**src/rtl/fetch_pkg.sv**
```systemverilog
// -----------------------------------------------------------------------------
// fetch_pkg
// Shared types and field constants for the instruction fetch stage.
//   fetch_state_e : fetch FSM states (S_IDLE, S_REQ, S_HOLD)
//   OP_W/FUNCT_W  : widths of the opcode and function fields
//   INSTR_W       : instruction / address width
//   *_LSB, IMM_W, TARGET_W : bit positions of the MIPS instruction fields
// -----------------------------------------------------------------------------
package fetch_pkg;

    typedef enum logic [1:0] {
        S_IDLE = 2'd0,
        S_REQ  = 2'd1,
        S_HOLD = 2'd2
    } fetch_state_e;

    localparam int OP_W      = 6;
    localparam int FUNCT_W   = 6;
    localparam int INSTR_W   = 32;

    localparam int OP_LSB    = 26;  // op     = instr[31:26]
    localparam int FUNCT_LSB = 0;   // funct  = instr[5:0]
    localparam int IMM_W     = 16;  // imm    = instr[15:0]
    localparam int TARGET_W  = 26;  // target = instr[25:0]

endpackage

```
**src/rtl/fetch_unit_next_pc.sv**
```systemverilog
// -----------------------------------------------------------------------------
// next_pc_calc
// Combinational next-PC selection for the fetch stage.
// Ports:
//   pc_i32        in  current PC
//   instr_i32     in  instruction fetched at pc_i32
//   pc_branch_i   in  branch taken (already qualified by the controller)
//   pc_j_i        in  jump taken; has priority over pc_branch_i
//   pc_plus4_o32  out pc_i32 + 4 (mod 2^32)
//   next_pc_o32   out selected successor PC
// -----------------------------------------------------------------------------
module next_pc_calc
    import fetch_pkg::*;
(
    input  logic [31:0] pc_i32,
    input  logic [31:0] instr_i32,
    input  logic        pc_branch_i,
    input  logic        pc_j_i,
    output logic [31:0] pc_plus4_o32,
    output logic [31:0] next_pc_o32
);

    logic signed [INSTR_W-1:0] br_off;
    logic        [INSTR_W-1:0] br_target;
    logic        [INSTR_W-1:0] j_target;

    always_comb begin
        pc_plus4_o32 = pc_i32 + 32'd4;
        // Word offset: sign-extended immediate scaled by 4.
        br_off = $signed({{(INSTR_W-IMM_W-2){instr_i32[IMM_W-1]}},
                          instr_i32[IMM_W-1:0], 2'b00});
        br_target = pc_plus4_o32 + $unsigned(br_off);
        // Jump stays inside the 256 MB region of the delay-slot address.
        j_target  = {pc_plus4_o32[INSTR_W-1:TARGET_W+2],
                     instr_i32[TARGET_W-1:0], 2'b00};

        if (pc_j_i)
            next_pc_o32 = j_target;
        else if (pc_branch_i)
            next_pc_o32 = br_target;
        else
            next_pc_o32 = pc_plus4_o32;
    end

endmodule

```
**src/rtl/fetch_unit.sv**
```systemverilog
// -----------------------------------------------------------------------------
// fetch_unit
// Instruction fetch stage: holds the PC, fetches one word per instruction over
// a req/ack handshake, presents it to the controller and steps the PC when the
// instruction retires (S_HOLD with stall_i low).
// Optional feature: define FETCH_PERF_CNT_EN to add retire/stall counters.
// Ports:
//   clk_i, rst_n_i                 clock, synchronous active-low reset
//   imem_req_o, imem_addr_o32      fetch request and address (= PC)
//   imem_ack_i, imem_rdata_i32     memory accept, same-cycle instruction word
//   stall_i                        datapath hold of the presented instruction
//   pc_branch_i, pc_j_i            controller branch / jump decision
//   instr_o32, instr_valid_o       held instruction and its valid
//   op_o6, funct_o6                opcode and function fields
//   pc_o32, pc_plus4_o32           PC of held instruction and PC + 4
//   retired_cnt_o32, stall_cnt_o32 perf counters (FETCH_PERF_CNT_EN only)
// -----------------------------------------------------------------------------
module fetch_unit
    import fetch_pkg::*;
#(
    parameter logic [31:0] RESET_PC = 32'h0000_0000
) (
    input  logic        clk_i,
    input  logic        rst_n_i,
    output logic        imem_req_o,
    output logic [31:0] imem_addr_o32,
    input  logic        imem_ack_i,
    input  logic [31:0] imem_rdata_i32,
    input  logic        stall_i,
    input  logic        pc_branch_i,
    input  logic        pc_j_i,
    output logic [31:0] instr_o32,
    output logic        instr_valid_o,
    output logic [5:0]  op_o6,
    output logic [5:0]  funct_o6,
    output logic [31:0] pc_o32,
`ifdef FETCH_PERF_CNT_EN
    output logic [31:0] retired_cnt_o32,
    output logic [31:0] stall_cnt_o32,
`endif
    output logic [31:0] pc_plus4_o32
);

    fetch_state_e       state_q, state_d;
    logic [31:0]        pc_q;
    logic [31:0]        instr_q;
    logic [31:0]        next_pc;
    logic               latch_instr;
    logic               retire;

    next_pc_calc u_next_pc (
        .pc_i32       (pc_q),
        .instr_i32    (instr_q),
        .pc_branch_i  (pc_branch_i),
        .pc_j_i       (pc_j_i),
        .pc_plus4_o32 (pc_plus4_o32),
        .next_pc_o32  (next_pc)
    );

    // State, PC and instruction register
    always_ff @(posedge clk_i) begin
        if (!rst_n_i) begin
            state_q <= S_IDLE;
            pc_q    <= RESET_PC;
            instr_q <= '0;
        end else begin
            state_q <= state_d;
            if (latch_instr)
                instr_q <= imem_rdata_i32;
            if (retire)
                pc_q <= next_pc;
        end
    end

    // Next state and handshake decode
    always_comb begin
        state_d       = state_q;
        imem_req_o    = 1'b0;
        instr_valid_o = 1'b0;
        latch_instr   = 1'b0;
        retire        = 1'b0;
        case (state_q)
            S_IDLE: state_d = S_REQ;
            S_REQ: begin
                imem_req_o = 1'b1;
                if (imem_ack_i) begin
                    latch_instr = 1'b1;
                    state_d     = S_HOLD;
                end
            end
            S_HOLD: begin
                instr_valid_o = 1'b1;
                if (!stall_i) begin
                    retire  = 1'b1;
                    state_d = S_REQ;
                end
            end
            default: state_d = S_IDLE;
        endcase
    end

    assign imem_addr_o32 = pc_q;
    assign pc_o32        = pc_q;
    assign instr_o32     = instr_q;
    assign op_o6         = instr_q[OP_LSB +: OP_W];
    assign funct_o6      = instr_q[FUNCT_LSB +: FUNCT_W];

`ifdef FETCH_PERF_CNT_EN
    logic [31:0] retired_cnt_q;
    logic [31:0] stall_cnt_q;

    // Performance counters (wrap naturally at 2^32)
    always_ff @(posedge clk_i) begin
        if (!rst_n_i) begin
            retired_cnt_q <= '0;
            stall_cnt_q   <= '0;
        end else begin
            if (retire)
                retired_cnt_q <= retired_cnt_q + 32'd1;
            if (state_q == S_HOLD && stall_i)
                stall_cnt_q <= stall_cnt_q + 32'd1;
        end
    end

    assign retired_cnt_o32 = retired_cnt_q;
    assign stall_cnt_o32   = stall_cnt_q;
`endif

endmodule
```
**config.mk**
```make
export PLATFORM = sky130hd
export DESIGN_NAME = fetch_unit
export DESIGN_NICKNAME = d
export VERILOG_FILES = /design/src/rtl/fetch_pkg.sv /design/src/rtl/fetch_unit_next_pc.sv /design/src/rtl/fetch_unit.sv
export SDC_FILE = /design/constraint.sdc
export NUM_CORES = 1
export LEC_CHECK = 0
export CAP_MARGIN = 20
export CELL_PAD_IN_SITES_DETAIL_PLACEMENT = 0
export CELL_PAD_IN_SITES_GLOBAL_PLACEMENT = 1
export CORE_UTILIZATION = 36
export DETAILED_ROUTE_END_ITERATION = 10
export HOLD_SLACK_MARGIN = 0.02
export PLACE_DENSITY_LB_ADDON = 0.1
export SETUP_SLACK_MARGIN = 0.1
export SLEW_MARGIN = 10
export SYNTH_ARGS = -nofsm -noshare
export SYNTH_HDL_FRONTEND = slang
export SYNTH_SLANG_ARGS = --single-unit
```
**constraint.sdc**
```tcl
create_clock -name clk_i -period 6.6 [get_ports clk_i]
set_input_delay 1.32 -clock clk_i [delete_from_list [all_inputs] [get_ports clk_i]]
set_output_delay 1.32 -clock clk_i [all_outputs]
set_load 0.02 [all_outputs]
```
==> impl_metrics.tcl <==
set metrics [dict create \
    postLayoutSetupSlackWorst_ns 2.01 \
    root_buffer_master "clkbuf_16" \
    dominant_combinational_cell_family_by_area_after_synthesis "compound AO/OA/AOI/OAI gates" \
    final_max_slew_viol_count 0 \
    synth_enable_flop_cells 0 \
    critical_path.max_stage_delay_ns 0.64 \
    place.port_buffers 173 \
    diodes 0 \
    syn_area_sq_mm 0.00538 \
    drt_iter0_drc 414 \
    clk_sink_count 64 \
    cts.repair_timing.setup_buffer_count 0 \
    highest_fanout_seen_on_the_critical_path 8 \
    die_width_um 124 \
    tightestPinTransition_ns 1.05 \
    sequential_area_share_after_synthesis 0.238 \
    worst-setup-path-type "register to output port" \
    gp_congestion 0.862 \
    post-route-period-util 0.695 \
    clock_tree.buffer_depth 2 \
    tritoncts "yes" \
    mean_area_per_synthesized_cell_sq_um 7.70 \
    cts.clk_slew.worst_paths_ns 0.05 \
    final_antenna_net_count 0 \
    asyncSetResetFlopFracSynth 0 \
    grt_first_pass_wirelength_um 27900 \
    period_needed_ns 4.59 \
    dpl.hpwl_um 13200 \
    netlist_instances 699 \
    yosys.area.top_type_share 0.238 \
    p_leak_nw 2.87 \
    drt_first_pass_iters 5 \
    totalWireLength_um 17700 \
    detailroute.via_count 5366 \
    cts-resized-gates 0 \
    detail_route.drc_violations 0 \
    synth_simple_gate_area_frac 0.209 \
    placeable_core_area_sq_mm 0.0146 \
    grt_max_degree 60 \
    hold_viol 0 \
    std_cell_rows 44 \
    crit_slowest_cell "clkdlybuf4s50_1" \
    clock_insertion_delay_worst_skew_ns 0.35 \
    critical_path_arrival_ns 3.27 \
    setup_viol_count_final 0 \
    number_of_h_tree_branching_levels 3 \
    first_global_vias 5109 \
    p_int_mw 0.758 \
    worst_setup_path_start_kind "register" \
    p_sw_mw 0.305 \
    synth_compound_gate_area_share 0.282 \
    floorplan.die_area_sq_mm 0.0154 \
    cts-hold-fix-buffers 0 \
    detailed_place.area_sq_mm 0.00691 \
    global_routing_usage_summed_across_all_routing_layers 0.228 \
    synth.yosys.warnings 0 \
    kind_of_path_behind_the_tightest_hold_check "register to register" \
    flip_flop_and_latch_count_after_synthesis 64 \
    seqPwrFrac 0.393 \
    peakVddDrop_v 0.000136 \
    worst-endpoint-required_ns 5.28 \
    postSynth.topFlopCell "dfxtp_1" \
    muxShareOfSynthArea 0.00930 \
    netlist_top_cells_area "dfxtp_1 (24%), nand2_1 (9.6%), ha_1 (8.4%)" \
    post_route_cells_drive_above_1_share 0.0453 \
    synth.largest_area_cell "dfxtp_1" \
    achievable-frequency_mhz 218 \
    cts-buffers-inserted 9 \
    power.switching_fraction 0.287 \
    share_comb_of_total_power 0.182 \
    grt_antenna_before_repair 1 \
    relSlewSlack 0.300 \
    setup_total_negative_slack_ns 0 \
    worst_case_clock_skew_ns 0.00745 \
    nNetsFinal 887 \
    post-route-cell-area_sq_mm 0.00719 \
    synth_area_in_xor_xnor 0.0781 \
    worst_setup_path_end_kind "output port" \
    die_height_um 124 \
    synth-adder-area-share 0.0874 \
    crit_chain "ha_1 -> and4_1 -> nand4_2 -> nor3_1 -> nand4_1 -> xnor2_1 -> clkdlybuf4s50_1" \
    area_delta_synth_final_pct 33.5 \
    drv.max_cap_violation_count 0 \
    run_status "completed" \
    pwr-share-clk 0.425 \
    ioPinCount 180 \
    areal_power_density_over_the_cells_mw_per_mm2 148 \
    globalRouteOverflowTotal 0 \
    fillCellCount 1479 \
    dp_worst_setup_slack_ns 2.39 \
    routed_wire_length_per_instance_um 17.7 \
    synth_cell_types 71 \
    rsz_0062_raised_after_global_routing "no" \
    starting_density 0.369 \
    drt-vias-per-instance 5.37 \
]
[flip-flops by register name, indices dropped and copies added, names as in the netlist]
name	count
instr_o32	32
imem_addr_o32	30
state_q	2
[stage by stage]
step	power [mW]	util	hold slack [ns]	std cells
floorplan	0.539	-	0.538	704
global placement	0.618	0.474	0.470	985
detailed placement	0.620	0.474	0.481	985
CTS	1.07	0.493	0.488	1000
global route	1.11	0.493	0.507	1000
finish	1.06	0.493	0.480	1000
[cell families after synthesis]
logic type,after synthesis
and+or+nand+nor,247
AOI/OAI and AO/OA,209
buffers and inverters,88
DFF,64
xor gates and xnor gates,48
adders and majority gates,37
muxes,5
other,1
[power by group through the flow]
stage               clock network, mW  registers, mW  logic (mW)
global route                    0.477          0.420       0.210
CTS                             0.462          0.418       0.194
floorplan                           0          0.434       0.105
finish                          0.452          0.418       0.193
global placement                    0          0.426       0.192
detailed placement                  0          0.427       0.193
[per-layer routing]
| layer | part of all wire | track usage | routed length, um |
|---|---|---|---|
| met5 | 0 | 0 | 0 |
| met4 | 0.011 | 0.0737 | 203 |
| met3 | 0.051 | 0.0408 | 899 |
| met2 | 0.46 | 0.366 | 8150 |
| met1 | 0.48 | 0.308 | 8410 |
[layout make-up]
class / instances / area [sq um] / share of cell area
clock inverters: 3 / 17.5 / 0.00244
inverters: 7 / 26.3 / 0.00366
multi-input cells: 552 / 3610 / 0.502
well taps: 184 / 230 / 0.0320
clock buffers: 12 / 256 / 0.0357
repair buffers: 178 / 1760 / 0.245
flip-flops and latches: 64 / 1280 / 0.178
[worst paths after layout]
check        slack [ns]  cells past startpoint           endpoint             start
max                2.01                      7   pc_plus4_o32[30]  imem_addr_o32[2]
min                0.48                      2      instr_o32[27]     instr_o32[27]
max reg2reg        2.40                     14  imem_addr_o32[31]  imem_addr_o32[2]
min reg2reg        0.48                      2      instr_o32[27]     instr_o32[27]
[cells in the mapped netlist, types with 3 or more instances]
| master | n |
|---|---|
| a211o_1 | 3 |
| a211oi_1 | 5 |
| o21ai_2 | 3 |
| xnor2_1 | 32 |
| a21o_1 | 26 |
| nor2b_1 | 6 |
| nand3_1 | 16 |
| and4_1 | 5 |
| o21a_1 | 8 |
| nor3_1 | 8 |
| mux2i_1 | 5 |
| a22o_1 | 7 |
| nor2_1 | 38 |
| xor2_1 | 16 |
| nand2b_1 | 3 |
| nand4_1 | 15 |
| o211ai_1 | 11 |
| inv_1 | 6 |
| dfxtp_1 | 64 |
| nand2_1 | 137 |
| and3_1 | 4 |
| buf_4 | 48 |
| a21oi_1 | 38 |
| o21ai_0 | 17 |
| a21boi_0 | 39 |
| o22ai_1 | 4 |
| ha_1 | 36 |
| o21ai_1 | 10 |
| a221oi_1 | 3 |
| clkbuf_1 | 30 |
| and2_1 | 5 |
| o21bai_1 | 3 |
[worst max-delay path, delay by kind of cell, from the launching register on]
family                   cells  cell delay, ns
AND/OR/NAND/NOR              4            1.27
buffers and inverters        1            0.64
flip-flops                   1            0.48
XOR/XNOR                     1            0.28
adder cells (fa/ha/maj)      1            0.25
[layout by cell type (no fill, tap or decap), drive strengths merged, types with 4 or more instances in the layout]
cell type | Yosys | layout
buf | 51 | 6
nor2 | 39 | 39
nand2 | 137 | 137
xor2 | 16 | 16
a21boi | 41 | 41
inv | 6 | 6
nand4 | 16 | 16
and3 | 4 | 4
conb | 1 | 6
clkdlybuf4s50 | 0 | 172
nand3 | 17 | 17
dfxtp | 64 | 64
a22o | 7 | 7
ha | 36 | 36
xnor2 | 32 | 32
and2 | 6 | 6
a221oi | 4 | 4
o21a | 8 | 8
mux2i | 5 | 5
o22ai | 4 | 4
a211oi | 6 | 6
a21oi | 38 | 38
nor3 | 9 | 9
o211ai | 11 | 11
a21o | 26 | 26
clkbuf | 30 | 12
and4 | 5 | 5
nor2b | 6 | 6
o21ai | 30 | 30
o21bai | 4 | 4
Note: power is estimated with default switching activity, not from simulation.
